## src/rtl/serial_frame_rx.sv

```systemverilog
// rtl/serial_frame_rx.sv - LSB-first serial frame receiver with stop-bit check.
// Define SERIAL_FRAME_RX_PARITY_EN to add an even-parity bit between data and stop.
module serial_frame_rx #(
  parameter int DATA_BITS = 8
) (
  input  logic                 clock,
  input  logic                 reset,
  input  logic                 din,
  output logic [DATA_BITS-1:0] data_out,
  output logic                 valid,
  output logic                 frame_err,
  output logic                 parity_err,
  output logic                 busy
);

  localparam int CW = $clog2(DATA_BITS + 1);

  typedef enum logic [1:0] {
    S_IDLE,
    S_DATA,
    S_PARITY,
    S_STOP
  } state_t;

  state_t               r_state;
  logic [CW-1:0]        r_cnt;
  logic [DATA_BITS-1:0] r_shift;
  logic [DATA_BITS-1:0] r_data;
  logic                 r_valid;
  logic                 r_ferr;
  logic                 r_perr;
  logic                 r_busy;
  logic                 w_par_bad;

`ifdef SERIAL_FRAME_RX_PARITY_EN
  logic r_par;

  // Even parity: data bits plus the parity bit must XOR to zero.
  assign w_par_bad = ^{r_shift, r_par};

  always_ff @(posedge clock) begin
    if (reset) begin
      r_par <= 1'b0;
    end else if (r_state == S_PARITY) begin
      r_par <= din;
    end
  end
`else
  assign w_par_bad = 1'b0;
`endif

  always_ff @(posedge clock) begin
    if (reset) begin
      r_state <= S_IDLE;
      r_cnt   <= '0;
      r_shift <= '0;
      r_data  <= '0;
      r_valid <= 1'b0;
      r_ferr  <= 1'b0;
      r_perr  <= 1'b0;
      r_busy  <= 1'b0;
    end else begin
      r_valid <= 1'b0;
      r_ferr  <= 1'b0;
      r_perr  <= 1'b0;
      case (r_state)
        S_IDLE: begin
          if (!din) begin
            r_state <= S_DATA;
            r_cnt   <= '0;
            r_busy  <= 1'b1;
          end
        end
        S_DATA: begin
          // New bits enter at the MSB so the first bit received lands at bit 0.
          r_shift <= {din, r_shift[DATA_BITS-1:1]};
          if (r_cnt == CW'(DATA_BITS - 1)) begin
`ifdef SERIAL_FRAME_RX_PARITY_EN
            r_state <= S_PARITY;
`else
            r_state <= S_STOP;
`endif
          end else begin
            r_cnt <= r_cnt + 1'b1;
          end
        end
        S_PARITY: begin
          r_state <= S_STOP;
        end
        S_STOP: begin
          r_state <= S_IDLE;
          r_busy  <= 1'b0;
          if (!din) begin
            r_ferr <= 1'b1;
          end else if (w_par_bad) begin
            r_perr <= 1'b1;
          end else begin
            r_data  <= r_shift;
            r_valid <= 1'b1;
          end
        end
        default: begin
          r_state <= S_IDLE;
          r_busy  <= 1'b0;
        end
      endcase
    end
  end

  assign data_out   = r_data;
  assign valid      = r_valid;
  assign frame_err  = r_ferr;
  assign parity_err = r_perr;
  assign busy       = r_busy;

endmodule

```

## config.mk

```make
export PLATFORM = sky130hd
export DESIGN_NAME = serial_frame_rx
export DESIGN_NICKNAME = d
export VERILOG_FILES = /design/src/rtl/serial_frame_rx.sv
export SDC_FILE = /design/constraint.sdc
export NUM_CORES = 1
export LEC_CHECK = 0
export CORE_MARGIN = 2
export CORE_UTILIZATION = 48
export DETAILED_ROUTE_END_ITERATION = 16
export PLACE_DENSITY = 0.74
export SLEW_MARGIN = 10
export SYNTH_ARGS = -nofsm -noshare
export SYNTH_HDL_FRONTEND = slang
export SYNTH_SLANG_ARGS = --single-unit
```

## constraint.sdc

```tcl
create_clock -name clock -period 2.2 [get_ports clock]
set_clock_uncertainty 0.15 [all_clocks]
set_input_delay 0.44 -clock clock [delete_from_list [all_inputs] [get_ports clock]]
set_output_delay 0.44 -clock clock [all_outputs]
set_load 0.02 [all_outputs]
```

==> metrics <==
Root Buffer=clkbuf_4; Comb pwr share=between 30% and 40%; GPL Wtd Cong=~0.80; Synth cell types=27; antenna violations before repair=0; hold path cells=2; DRT antenna net count=0; fmax=531.6 MHz; post-CTS setup buffer count=0; Core Rows=17; layout cells sized above 1=about 9.9%; final std cells w/o fill=around 160; drt initial violations=12; DRC violations left=0; H-tree Lvls=1; vias per cell=roughly 5.1; status=complete, no violations; HP Class=flip-flop to flip-flop; final hold vios=0; cell count after synthesis=119; via count=811; worst ir drop on vdd=between 0.5 and 0.6 mV; worst slack, placed=0.3032 ns; placed cell count=155; reg2reg start=r_state[0]$_SDFFE_PP0P_; clk sinks=25; WHS Endpoint=data_out[2]$_SDFFE_PP0P_; critical path arrival=1.29 ns; CP max-delay cell=clkdlybuf4s50_1; Slew Limit Fails=0; Resize count post-CTS=0; Setup TNS Final=0 ns; Die Y=around 50 um; max cap viols=0; Clk Latency, worst-skew pair=between 0.3 and 0.4 ns; Total GRT Usage=between 10% and 20%; Sequential Power Share=47.5%; WS Path Type=flip-flop to output port; required time of the critical path=approximately 1.6 ns; Crit. End Element=output port; Min Hold Slack=0.3145 ns; worst path bufs/invs=1; Post-CTS Hold Fix Bufs=0; I/O pins=15; CTS buffer count=3; Crit path max-delay family=buffers and inverters; final setup vio count=0; Max FO, Critical Path=2; wire per inst=around 12 um; flop2flop setup slack=between 0.4 and 0.5 ns; clock period minus worst slack=1.881 ns; largest net degree at the start of global routing=31; GR Overflow Total=0; Post-Syn Area=roughly 1100 um^2; Psw=379.0 uW; Final Cycle Share=around 86%; min-delay src=data_out[2]$_SDFFE_PP0P_; RSZ-0062 raised after global routing=no; area growth from synthesis to layout=16.63%; Int Pwr=721.4 uW; switching share of power=roughly a third; Buffers on Ports=13; Chip Width=~50 um; first-pass GRT wire length=between 3000 and 4000 um; final wirelength=around 1900 um; initial core utilization=between 40% and 50%; clock buffer depth=2; DPL Wire Length=roughly 1400 um; syn_nets=about 130; clock-pin slew on the worst setup and hold paths=roughly 0.14 ns; CP peak stage delay=just over 0.6 ns; Leak=about 0.47 nW; crit path cell chain=clkdlybuf4s50_1; #FFs+latches synth=25; sequential-to-total area share from yosys stat=a little under half; fill count=~220; ant diodes=0; TritonCTS clock tree=done; Power per Cell Area=approximately 880 nW/um^2; Syn. warnings=0; Critical Path Start=busy$_SDFFE_PP0P_; vias in the first global route=760; r2r endpoint=r_state[0]$_SDFFE_PP0P_; final worst slack=around 0.32 ns; Clock power frac=18.8%; DRT Pass-1 Iters=4; mean post-synth cell area=approximately 9 um^2; core area=approximately 2200 um^2; Die Area=2636 um^2; Nets=140; CP Launch Type=flip-flop; depth of the most critical reg-to-reg path=5
## power groups by stage
stage / Clock, mW / Sequential, mW / Combinational, mW
floorplan: 0 / 0.534 / 0.296
global placement: 0 / 0.532 / 0.358
detailed placement: 0 / 0.533 / 0.375
CTS: 0.217 / 0.523 / 0.376
global route: 0.230 / 0.530 / 0.413
finish: 0.206 / 0.523 / 0.371
## area by class of cell
cell class                      instances  area (um^2)  share of cell area, %
Timing Repair Buffer                   16        152.6                  12.16
Sequential cell                        25        500.5                  39.88
Clock buffer                            3        22.52                  1.795
Multi-Input combinational cell         82        521.8                  41.58
Clock inverter                          1        7.507                 0.5982
Inverter                                4        15.01                  1.196
Tap cell                               28        35.03                  2.792
## synthesized netlist by cell type
library cell	number	area [um^2]
ha_1	5	62.56
buf_2	1	5.000
a211oi_1	1	7.510
nand3_1	10	50.05
a21oi_1	10	50.05
or2_2	1	6.260
conb_1	1	3.750
buf_4	2	15.01
dfxtp_1	25	500.5
nand2b_1	4	25.02
nand2_1	11	41.29
or4_4	1	11.26
nand4b_1	1	8.760
nor3_1	2	10.01
a31oi_1	1	6.260
mux2i_1	11	110.1
and2_1	1	6.260
nor2b_1	1	6.260
nand3b_1	2	15.01
o211ai_2	2	25.02
o21ai_0	2	10.01
inv_2	1	3.750
mux2_2	1	11.26
or3_1	1	6.260
inv_1	3	11.26
nor2_1	13	48.80
clkbuf_1	5	18.77
## logic make-up (layout without fill, tap and decap cells)
group	after synthesis	count (layout)	share of synthesized area, %
other	1	1	0.3485
AND/OR/NAND/NOR	48	48	21.86
AO/OA/AOI/OAI	16	16	9.187
flip-flops	25	25	46.51
multiplexers	12	12	11.28
adder cells (fa/ha/maj)	5	5	5.814
buffers and inverters	12	24	4.999
## sequential cells by signal (all words and copies together), names as in the netlist
register and cells:
busy 1, data_out 8, frame_err 1, r_cnt 4, r_shift 8, r_state 2, valid 1
## per-stage QoR
stage	utilization, %	power [mW]	area [um^2]
after detailed placement	56.46	0.9079	1225
after CTS	57.84	1.116	1255
final	57.84	1.100	1255
after global routing	57.84	1.172	1255
after floorplan	-	0.8304	1076
after global placement	56.46	0.8900	1225
## how the worst max path moves through the flow
| stage | end | slack, ns | depth (start not counted) |
|---|---|---|---|
| 3_5_place_dp | r_state[0]$_SDFFE_PP0P_ | 0.30 | 4 |
| 6_report | busy | 0.32 | 1 |
| 2_1_floorplan | r_state[0]$_SDFFE_PP0P_ | 0.57 | 5 |
| 5_1_grt | data_out[0] | 0.26 | 1 |
| 4_1_cts | busy | 0.30 | 1 |
| 3_3_place_gp | r_state[0]$_SDFFE_PP0P_ | 0.36 | 4 |
## metal layers
metal | up-vias | GRT usage (%) | share of wire, %
met3 | 2 | 2.632 | 2.0
met4 | 0 | 5.263 | 0.83
met2 | 6 | 28.14 | 49
met1 | 378 | 20.48 | 48
li1 | 425 | - | -
met5 | - | 0 | 0
## placed cells by master, fill, tap and decap left out, drive strengths merged, types with 2 or more instances in the layout
| master | count |
|---|---|
| nand2b | 4 |
| nor2 | 13 |
| nand2 | 11 |
| nand3 | 10 |
| a21oi | 10 |
| clkbuf | 3 |
| mux2i | 11 |
| o21ai | 2 |
| nor3 | 2 |
| inv | 4 |
| o211ai | 2 |
| nand3b | 2 |
| ha | 5 |
| dfxtp | 25 |
| clkdlybuf4s50 | 13 |
| buf | 3 |
(Power assumes the default switching activity.)
